**config.mk**
```make
export PLATFORM = sky130hd
export DESIGN_NAME = pixel_stream_proc_flat
export DESIGN_NICKNAME = d
export VERILOG_FILES = /design/src/rtl/pixel_proc_pkg.sv /design/src/rtl/pixel_stream_proc_if.sv /design/src/rtl/pixel_op_channel.sv /design/src/rtl/pixel_stream_proc.sv /design/src/flat_wrapper.sv
export SDC_FILE = /design/constraint.sdc
export NUM_CORES = 1
export LEC_CHECK = 0
export CAP_MARGIN = 30
export CORE_ASPECT_RATIO = 0.8
export CORE_MARGIN = 2
export CORE_UTILIZATION = 53
export DETAILED_ROUTE_END_ITERATION = 12
export PLACE_DENSITY_LB_ADDON = 0.15
export SETUP_SLACK_MARGIN = 0.15
export SYNTH_ARGS = -nofsm -noshare
export SYNTH_HDL_FRONTEND = slang
export SYNTH_HIERARCHICAL = 1
export SYNTH_SLANG_ARGS = --single-unit
```
**constraint.sdc**
```tcl
create_clock -name clk -period 3.9 [get_ports clk]
set_clock_uncertainty 0.05 [all_clocks]
set_input_delay 0.78 -clock clk [delete_from_list [all_inputs] [get_ports clk]]
set_output_delay 0.78 -clock clk [all_outputs]
set_load 0.02 [all_outputs]
```
**src/rtl/pixel_proc_pkg.sv**
```systemverilog
// Shared types and helpers for the streaming pixel processor.
package pixel_proc_pkg;

  typedef enum logic [2:0] {
    MODE_PASS   = 3'd0,
    MODE_BRIGHT = 3'd1,
    MODE_INVERT = 3'd2,
    MODE_THRESH = 3'd3,
    MODE_GRAY   = 3'd4
  } mode_e;

  localparam int unsigned CH_R   = 0;
  localparam int unsigned CH_G   = 1;
  localparam int unsigned CH_B   = 2;
  localparam int unsigned NUM_CH = 3;

  // Widest channel the saturating helper supports; callers zero-extend into it.
  localparam int unsigned SAT_W = 16;

  // Add (dec=0) clamped to maxv, or subtract (dec=1) clamped to zero.
  function automatic logic [SAT_W-1:0] sat_addsub(input logic [SAT_W-1:0] c,
                                                  input logic [SAT_W-1:0] v,
                                                  input logic [SAT_W-1:0] maxv,
                                                  input logic             dec);
    logic [SAT_W:0] sum;
    sum = {1'b0, c} + {1'b0, v};
    if (dec) begin
      return (c < v) ? '0 : c - v;
    end
    return (sum > {1'b0, maxv}) ? maxv : sum[SAT_W-1:0];
  endfunction

endpackage

```
**src/rtl/pixel_stream_proc_if.sv**
```systemverilog
// Input and output pixel streams of the processor; master is the environment side.
interface pixel_stream_proc_if #(
  parameter int unsigned DATA_W = 8
) ();

  logic                  in_valid;
  logic                  in_ready;
  logic [3*DATA_W-1:0]   in_data;
  logic                  out_valid;
  logic                  out_ready;
  logic [3*DATA_W-1:0]   out_data;
  logic                  out_sof;
  logic                  out_eol;
  logic                  out_eof;

  modport master (
    output in_valid, in_data, out_ready,
    input  in_ready, out_valid, out_data, out_sof, out_eol, out_eof
  );

  modport slave (
    input  in_valid, in_data, out_ready,
    output in_ready, out_valid, out_data, out_sof, out_eol, out_eof
  );

endinterface

```
**src/rtl/pixel_op_channel.sv**
```systemverilog
// Stage-2 point operation for a single colour channel.
module pixel_op_channel
  import pixel_proc_pkg::*;
#(
  parameter int unsigned DATA_W = 8
) (
  input  mode_e             mode_i,
  input  logic [DATA_W-1:0] c_i,
  input  logic [DATA_W-1:0] gray_i,
  input  logic              bright_dir_i,
  input  logic [DATA_W-1:0] bright_val_i,
  input  logic [DATA_W-1:0] thresh_i,
  output logic [DATA_W-1:0] res_o
);

  localparam logic [DATA_W-1:0] MAXV = '1;

  // Select the result for the frame's latched mode; unused encodings pass through.
  always_comb begin
    res_o = c_i;
    case (mode_i)
      MODE_BRIGHT: res_o = DATA_W'(sat_addsub(SAT_W'(c_i), SAT_W'(bright_val_i),
                                              SAT_W'(MAXV), bright_dir_i));
      MODE_INVERT: res_o = MAXV - c_i;
      MODE_THRESH: res_o = (gray_i >= thresh_i) ? MAXV : '0;
      MODE_GRAY:   res_o = gray_i;
      default:     res_o = c_i;
    endcase
  end

endmodule

```
**src/rtl/pixel_stream_proc.sv**
```systemverilog
// Two-stage streaming per-pixel processor with frame markers and frame counter.
module pixel_stream_proc
  import pixel_proc_pkg::*;
#(
  parameter int unsigned DATA_W = 8,
  parameter int unsigned WIDTH  = 768,
  parameter int unsigned HEIGHT = 512,
  parameter int unsigned CNT_W  = 16
) (
  input  logic                  clk,
  input  logic                  rst,
  input  logic [2:0]            mode,
  input  logic                  bright_dir,
  input  logic [DATA_W-1:0]     bright_val,
  input  logic [DATA_W-1:0]     thresh,
  pixel_stream_proc_if.slave    bus,
  output logic [CNT_W-1:0]      frame_cnt,
  output logic                  busy
);

  localparam int unsigned PIX_W  = NUM_CH * DATA_W;
  localparam int unsigned GRAY_W = DATA_W + 2;
  localparam int unsigned COL_W  = (WIDTH  > 1) ? $clog2(WIDTH)  : 1;
  localparam int unsigned ROW_W  = (HEIGHT > 1) ? $clog2(HEIGHT) : 1;

  logic              active_q;
  logic              s1_valid_q, s1_sof_q, s1_eol_q, s1_eof_q;
  logic [PIX_W-1:0]  s1_px_q;
  logic [DATA_W-1:0] s1_gray_q;
  logic              out_valid_q, out_sof_q, out_eol_q, out_eof_q;
  logic [PIX_W-1:0]  out_data_q;
  logic [COL_W-1:0]  col_q, col_d;
  logic [ROW_W-1:0]  row_q, row_d;
  logic [CNT_W-1:0]  frame_cnt_q, frame_cnt_d;
  logic              busy_q, busy_d;
  mode_e             mode_q;
  logic              dir_q;
  logic [DATA_W-1:0] val_q, thr_q;

  logic              in_ready, in_fire, out_fire, s2_adv;
  logic              first_px, last_col, last_row;
  logic [GRAY_W-1:0] gray_sum;
  logic [PIX_W-1:0]  res;

  // in_ready is held low until the first clock after reset release.
  assign s2_adv   = !out_valid_q || bus.out_ready;
  assign in_ready = active_q && (!s1_valid_q || s2_adv);
  assign in_fire  = bus.in_valid && in_ready;
  assign out_fire = out_valid_q && bus.out_ready;
  assign first_px = (col_q == '0) && (row_q == '0);
  assign last_col = (col_q == COL_W'(WIDTH - 1));
  assign last_row = (row_q == ROW_W'(HEIGHT - 1));
  assign gray_sum = GRAY_W'(bus.in_data[CH_R*DATA_W +: DATA_W])
                  + (GRAY_W'(bus.in_data[CH_G*DATA_W +: DATA_W]) << 1)
                  + GRAY_W'(bus.in_data[CH_B*DATA_W +: DATA_W]);

  // Raster position, frame counter and busy flag next-state.
  always_comb begin
    col_d       = col_q;
    row_d       = row_q;
    frame_cnt_d = frame_cnt_q;
    busy_d      = busy_q;
    if (in_fire) begin
      if (last_col) begin
        col_d = '0;
        row_d = last_row ? '0 : row_q + ROW_W'(1);
      end else begin
        col_d = col_q + COL_W'(1);
      end
    end
    if (out_fire && out_eof_q) frame_cnt_d = frame_cnt_q + CNT_W'(1);
    // A new frame starting wins over the previous frame finishing.
    if (in_fire && first_px)       busy_d = 1'b1;
    else if (out_fire && out_eof_q) busy_d = 1'b0;
  end

  // Control state and the per-frame parameter latch taken on the first pixel.
  always_ff @(posedge clk or posedge rst) begin
    if (rst) begin
      active_q    <= 1'b0;
      col_q       <= '0;
      row_q       <= '0;
      frame_cnt_q <= '0;
      busy_q      <= 1'b0;
      mode_q      <= MODE_PASS;
      dir_q       <= 1'b0;
      val_q       <= '0;
      thr_q       <= '0;
    end else begin
      active_q    <= 1'b1;
      col_q       <= col_d;
      row_q       <= row_d;
      frame_cnt_q <= frame_cnt_d;
      busy_q      <= busy_d;
      if (in_fire && first_px) begin
        mode_q <= mode_e'(mode);
        dir_q  <= bright_dir;
        val_q  <= bright_val;
        thr_q  <= thresh;
      end
    end
  end

  // Stage 1: capture pixel, luma estimate and frame markers.
  always_ff @(posedge clk or posedge rst) begin
    if (rst) begin
      s1_valid_q <= 1'b0;
      s1_px_q    <= '0;
      s1_gray_q  <= '0;
      s1_sof_q   <= 1'b0;
      s1_eol_q   <= 1'b0;
      s1_eof_q   <= 1'b0;
    end else if (in_ready) begin
      s1_valid_q <= in_fire;
      if (in_fire) begin
        s1_px_q   <= bus.in_data;
        s1_gray_q <= gray_sum[GRAY_W-1:2];
        s1_sof_q  <= first_px;
        s1_eol_q  <= last_col;
        s1_eof_q  <= last_col && last_row;
      end
    end
  end

  for (genvar ch = 0; ch < NUM_CH; ch++) begin : g_ch
    pixel_op_channel #(.DATA_W(DATA_W)) u_op (
      .mode_i       (mode_q),
      .c_i          (s1_px_q[ch*DATA_W +: DATA_W]),
      .gray_i       (s1_gray_q),
      .bright_dir_i (dir_q),
      .bright_val_i (val_q),
      .thresh_i     (thr_q),
      .res_o        (res[ch*DATA_W +: DATA_W])
    );
  end

  // Stage 2: output register, held while the sink stalls.
  always_ff @(posedge clk or posedge rst) begin
    if (rst) begin
      out_valid_q <= 1'b0;
      out_data_q  <= '0;
      out_sof_q   <= 1'b0;
      out_eol_q   <= 1'b0;
      out_eof_q   <= 1'b0;
    end else if (s2_adv) begin
      out_valid_q <= s1_valid_q;
      out_data_q  <= res;
      out_sof_q   <= s1_sof_q;
      out_eol_q   <= s1_eol_q;
      out_eof_q   <= s1_eof_q;
    end
  end

  assign bus.in_ready  = in_ready;
  assign bus.out_valid = out_valid_q;
  assign bus.out_data  = out_data_q;
  assign bus.out_sof   = out_sof_q;
  assign bus.out_eol   = out_eol_q;
  assign bus.out_eof   = out_eof_q;
  assign frame_cnt     = frame_cnt_q;
  assign busy          = busy_q;

endmodule

```
**src/flat_wrapper.sv**
```systemverilog
// flat-port wrapper written by rule: the top's interface ports become plain ports
module pixel_stream_proc_flat import pixel_proc_pkg::*;
#(
  parameter int unsigned DATA_W = 8,
  parameter int unsigned WIDTH  = 768,
  parameter int unsigned HEIGHT = 512,
  parameter int unsigned CNT_W  = 16
)
  (clk, rst, mode, bright_dir, bright_val, thresh, frame_cnt, busy, bus_in_valid, bus_in_data, bus_out_ready, bus_in_ready, bus_out_valid, bus_out_data, bus_out_sof, bus_out_eol, bus_out_eof);
  pixel_stream_proc_if #(.DATA_W(DATA_W)) bus_i ();
  input  logic clk;
  input  logic rst;
  input  logic [2:0] mode;
  input  logic bright_dir;
  input  logic [DATA_W-1:0] bright_val;
  input  logic [DATA_W-1:0] thresh;
  output logic [CNT_W-1:0] frame_cnt;
  output logic busy;
  input wire logic [$bits(bus_i.in_valid)-1:0] bus_in_valid;
  input wire logic [$bits(bus_i.in_data)-1:0] bus_in_data;
  input wire logic [$bits(bus_i.out_ready)-1:0] bus_out_ready;
  output wire logic [$bits(bus_i.in_ready)-1:0] bus_in_ready;
  output wire logic [$bits(bus_i.out_valid)-1:0] bus_out_valid;
  output wire logic [$bits(bus_i.out_data)-1:0] bus_out_data;
  output wire logic [$bits(bus_i.out_sof)-1:0] bus_out_sof;
  output wire logic [$bits(bus_i.out_eol)-1:0] bus_out_eol;
  output wire logic [$bits(bus_i.out_eof)-1:0] bus_out_eof;
  assign bus_i.in_valid = bus_in_valid;
  assign bus_i.in_data = bus_in_data;
  assign bus_i.out_ready = bus_out_ready;
  assign bus_in_ready = bus_i.in_ready;
  assign bus_out_valid = bus_i.out_valid;
  assign bus_out_data = bus_i.out_data;
  assign bus_out_sof = bus_i.out_sof;
  assign bus_out_eol = bus_i.out_eol;
  assign bus_out_eof = bus_i.out_eof;
  pixel_stream_proc #(.DATA_W(DATA_W), .WIDTH(WIDTH), .HEIGHT(HEIGHT), .CNT_W(CNT_W)) u_core (.clk(clk), .rst(rst), .mode(mode), .bright_dir(bright_dir), .bright_val(bright_val), .thresh(thresh), .bus(bus_i), .frame_cnt(frame_cnt), .busy(busy));
endmodule
```
# --- Word level (Yosys, flattened, before mapping) ---
# Cells that the tools add are included.
op_classes:
  add_sub_neg: 14
  n_reduce_logical: 16
  n_lt_le_gt_ge: 7
  n_mux: 22
  eq_ne: 6
ops:
  columns: ["op", "n"]
  rows:
  - ["8-bit two-way mux", 13]
  - ["8-bit case mux with 4 select lines", 3]
  - ["8-bit by 8-bit adder with 9-bit output", 3]
  - ["9-bit by 8-bit greater-than comparator with 1-bit output (second input constant)", 3]
  - ["8-bit < comparator", 3]
  - ["8-bit subtractor", 3]
  - ["8-bit subtractor (first input constant)", 3]
  - ["16-bit by 1-bit adder with 16-bit output (second input constant)", 1]
  - ["10-bit by 1-bit adder with 10-bit output (second input constant)", 1]
  - ["10-bit by 8-bit adder with 10-bit output", 1]
  - ["8-bit by 9-bit adder with 10-bit output", 1]
  - ["10-bit == test (second input constant)", 1]
  - ["10-bit logical NOT", 1]
  - ["10-bit two-way mux", 1]
  - ["9-bit by 1-bit adder with 9-bit output (second input constant)", 1]
  - ["9-bit == test (second input constant)", 1]
  - ["9-bit logical NOT", 1]
  - ["9-bit two-way mux", 1]
  - ["8-bit greater-or-equal comparator", 1]
  - ["1-bit logical AND", 7]
  - ["3-bit by 2-bit == test with 1-bit output (second input constant)", 2]
  - ["1-bit two-way mux", 4]
  - ["2-bit AND reduction", 2]
  - ["3-bit by 1-bit == test with 1-bit output (second input constant)", 1]
  - ["other kinds (4)", 6]
totals:
  in_bits: 48
  reg_bits: 121
  wordCells: 85
  output_inout_bits: 46

# --- Depth between registers and ports, before layout ---
depth:
  depth_word: 7
  depth_mapped: 11
  ltp_nobuf: 11

# --- Modules after synthesis ---
# The synthesis kept the hierarchy.
by_module_without_submodules:
  columns: ["mod", "n_inst", "seq_area_each_um2", "cells_each", "area_each_um2"]
  rows:
  - ["pixel_stream_proc", 1, 3027.9, 472, 5417.7]
  - ["pixel_op_channel", 3, 0.0, 191, 1313.8]

# --- Worst setup path before layout ---
# No wires, ideal clock.
synth_path:
  kind: "input to register"
  from: "input bus_in_data[1]"
  to: "register u_core.s1_gray_q[7]"
  required_ns: 3.729
  n_path_buf: 0
  cell_stages: 8
  t_arrival_ns: 3.051
  slack_ns: 0.678
  setup_ns: 0.121
  cell_sequence: "inv_1 -> fa_1 -> and3b_1 -> fa_1 -> a211o_1 -> a311o_1 -> a311o_1 -> a22o_1"
synth_between:
  elab_chain_cells: 2
synth_lines:
  columns: ["item", "line_no", "rtl"]
  rows:
  - ["start: declaration", "flat_wrapper.sv:20", "input wire logic [$bits(bus_i.in_data)-1:0] bus_in_data;"]
  - ["8-bit by 9-bit adder with 10-bit output", "pixel_stream_proc.sv:54", "+ (GRAY_W'(bus.in_data[CH_G*DATA_W +: DATA_W]) << 1)"]
  - ["10-bit by 8-bit adder with 10-bit output", "pixel_stream_proc.sv:55", "+ GRAY_W'(bus.in_data[CH_B*DATA_W +: DATA_W]);"]
  - ["end signal: assignment", "pixel_stream_proc.sv:117", "s1_gray_q <= gray_sum[GRAY_W-1:2];"]
  - ["end: declaration", "pixel_stream_proc.sv:29", "logic [DATA_W-1:0] s1_gray_q;"]
# No other way between the ends.
# A chain may end at the register's enable or synchronous reset.

# --- Final worst setup path ---
# Same ends and word-level chain as after synthesis.

==> impl_metrics.ini <==
[status]
status = completed

[drt]
viasPerCell = 5.88
antenna_left = 0
num_vias = 7964
drc_errors = 0
drtIter0Drc = 571
wl_um = 24700
firstDrtPassIters = 5
wl_per_cell_um = 18.3

[sta]
worst_slew_pin_slew_ns = 0.915
rsz0062_at_grt = false
timing.fmax_ghz = 0.293
hold_slack_ns = 0.410
setup_viol = 0
min_period_ns = 3.42
tns_ns = 0
hold_violations = 0
min_period_over_period_pct = 87.6
slew_headroom_pct = 39.0
maxSlewViolCount = 0

[layout]
fin_cells = 1355
n_antenna_cell = 0
drive_above_1_share_pct = 11.2
fillers = 1436
fin_area_um2 = 11100
layout.nets = 1264
syn_to_final_growth_pct = 18.3

[floorplanning]
die_y_um = 123
rows = 43
die_area_um2 = 18700
ios = 94
initial_core_util_pct = 54.0
die_w_um = 153
coreArea_um2 = 17300

[critical_path]
worst-setup-path-type = primary input to register
path_max_fanout = 4
critical_path_buf_inv_count = 2
path_cells = clkdlybuf4s50_1 -> inv_1 -> fa_1 -> and3b_1 -> fa_1 -> a211o_1 -> a311o_1 -> a311o_1 -> a22o_1
cp.arrival_ns = 3.68
cp-end-kind = register
slowest_stage = fa_1
cp.required_ns = 4.16
crit_family = compound AO/OA/AOI/OAI gates
critPathMaxStageDelay_ns = 0.54
crit_path_start_kind = primary input

[clock_network]
numCtsBuffers = 17
cts_tree = built
h-tree-depth = 4
clk_latency_ns = 0.43
cts_sinks = 121
post_cts_buffers = 0
clockBufferDepth = 2
cts.clk_slew.worst_paths_ns = 0.06
root_buffer = clkbuf_16
cts.repair.resized = 0
hold_buffers = 0

[yosys]
yosys_warnings = 6
yosys_most_used_dff = dfrtp_1
synth_edf_count = 0
syn-num-nets = 1192
yosys-top-cells-count = dfrtp_1 (121), nand2_1 (118), inv_1 (92), ha_1 (85), a21oi_1 (72)
synthArstFlopShare_pct = 100
synth_top_area_cell = dfrtp_1
synth_top_cells_by_area = dfrtp_1 (32%), ha_1 (11%), mux2_2 (6.3%)
ys_seq_elements = 121
synthesis.area_um2 = 9360
synth.most_common_cell = dfrtp_1
synth_top_area_share_pct = 32.4
syn-instance-count = 1045
synth.avg_cell_area_um2 = 8.96
synth_seq_area_share_pct = 32.4
yosysUniqueCellTypes = 65

[power]
power.density_nw_per_um2 = 412
ir_worst_vdd_mv = 0.275
p_leak_uw = 0.00494

[placement]
globalplace.congestion = 0.918
hpwl_um = 18600
placed_cells = 1323
place_area_um2 = 10500
port_buffers = 93

[global_route]
grt_usage_pct = 27.3
grt_pass1_wl_um = 40200
grt_pass1_vias = 7598
grt_max_degree = 49
grt_antenna_before_repair = 0
gr-total-overflow = 0

[worst_hold_path]
worstHoldPathType = register to register

[run]
cap_violations = 0
-- report_power, final --
| group | switching (uW) | internal [uW] | total [uW] |
|---|---|---|---|
| combinational | 656 | 597 | 1250 |
| clock | 598 | 1060 | 1660 |
| sequential | 247 | 1410 | 1660 |
| total | 1500 | 3060 | 4560 |
-- state kept, by name, summed over array words and instances (netlist names), 3 cells and up --
| register | count |
|---|---|
| u_core/bus.out_data | 24 |
| u_core/col_q | 10 |
| u_core/frame_cnt | 16 |
| u_core/mode_q | 3 |
| u_core/row_q | 9 |
| u_core/s1_gray_q | 8 |
| u_core/s1_px_q | 24 |
| u_core/thr_q | 8 |
| u_core/val_q | 8 |
-- cell families after synthesis --
kind of cell / count (synthesis) / synth area share (%)
DFF: 121 / 32.4
and+or+nand+nor: 329 / 16.9
buffers and inverters: 142 / 6.26
muxes: 62 / 7.49
other: 1 / 0.0401
xor gates and xnor gates: 38 / 3.56
adders and majority gates: 99 / 14.4
AOI/OAI and AO/OA: 253 / 19.1
-- placed cells by master, fill, tap and decap left out, drive strengths merged, types with 13 or more instances in the layout --
cell / count
dfrtp: 121
nand2: 118
clkdlybuf4s50: 93
inv: 92
ha: 85
a21oi: 72
nor2: 71
mux2: 55
o21ai: 46
xnor2: 27
clkbuf: 22
nand3: 21
nand2b: 21
a21o: 20
nor3: 18
o31ai: 15
fa: 14
nor2b: 13
a31oi: 13
a221oi: 13
-- worst min-delay path, delay by kind of cell (launching register included) --
| kind | cells | cell delay, ns |
|---|---|---|
| DFF | 1 | 0.33 |
| buffers and inverters | 1 | 0.05 |
| and+or+nand+nor | 1 | 0.05 |
-- path summary, 6_finish.rpt --
check	to	start	cells after the start	slack, ns
hold reg to reg	u_core/bus.out_valid	u_core/s1_valid_q	2	0.41
hold / removal	u_core/bus.out_valid	u_core/s1_valid_q	2	0.41
setup reg to reg	u_core/bus.out_data[22]	u_core/val_q[0]	10	0.81
max in group asynchronous	u_core/bus.out_data[18]	rst	3	2.29
setup / recovery	u_core/s1_gray_q[7]	bus_in_data[1]	9	0.48
min in group asynchronous	u_core/thr_q[1]	rst	2	0.81
-- stage by stage --
step | util [%] | setup WS [ns] | total power [uW]
3_5_place_dp | 60.4 | 0.0568 | 2900
5_1_grt | 63.9 | 0.417 | 4800
4_1_cts | 63.9 | 0.498 | 4580
2_1_floorplan | - | 0.678 | 2440
3_3_place_gp | 60.4 | 0.0916 | 2860
6_report | 63.9 | 0.484 | 4560
-- per-layer routing --
layer | GRT usage, % | share of wire (%)
met5 | 0 | 0
met3 | 5.30 | 6.4
met2 | 42.7 | 45
met1 | 38.5 | 47
met4 | 8.74 | 2.2
-- area by class of cell --
cell class                      count  area, um^2  share of cell area (%)
Sequential cell                   121        3030                    27.3
Clock buffer                       22         474                    4.28
Clock inverter                     10         141                    1.28
Timing Repair Buffer              103        1040                    9.42
Tap cell                          225         282                    2.54
Inverter                           92         349                    3.15
Multi-Input combinational cell    782        5750                    52.0
(Power assumes the default switching activity.)
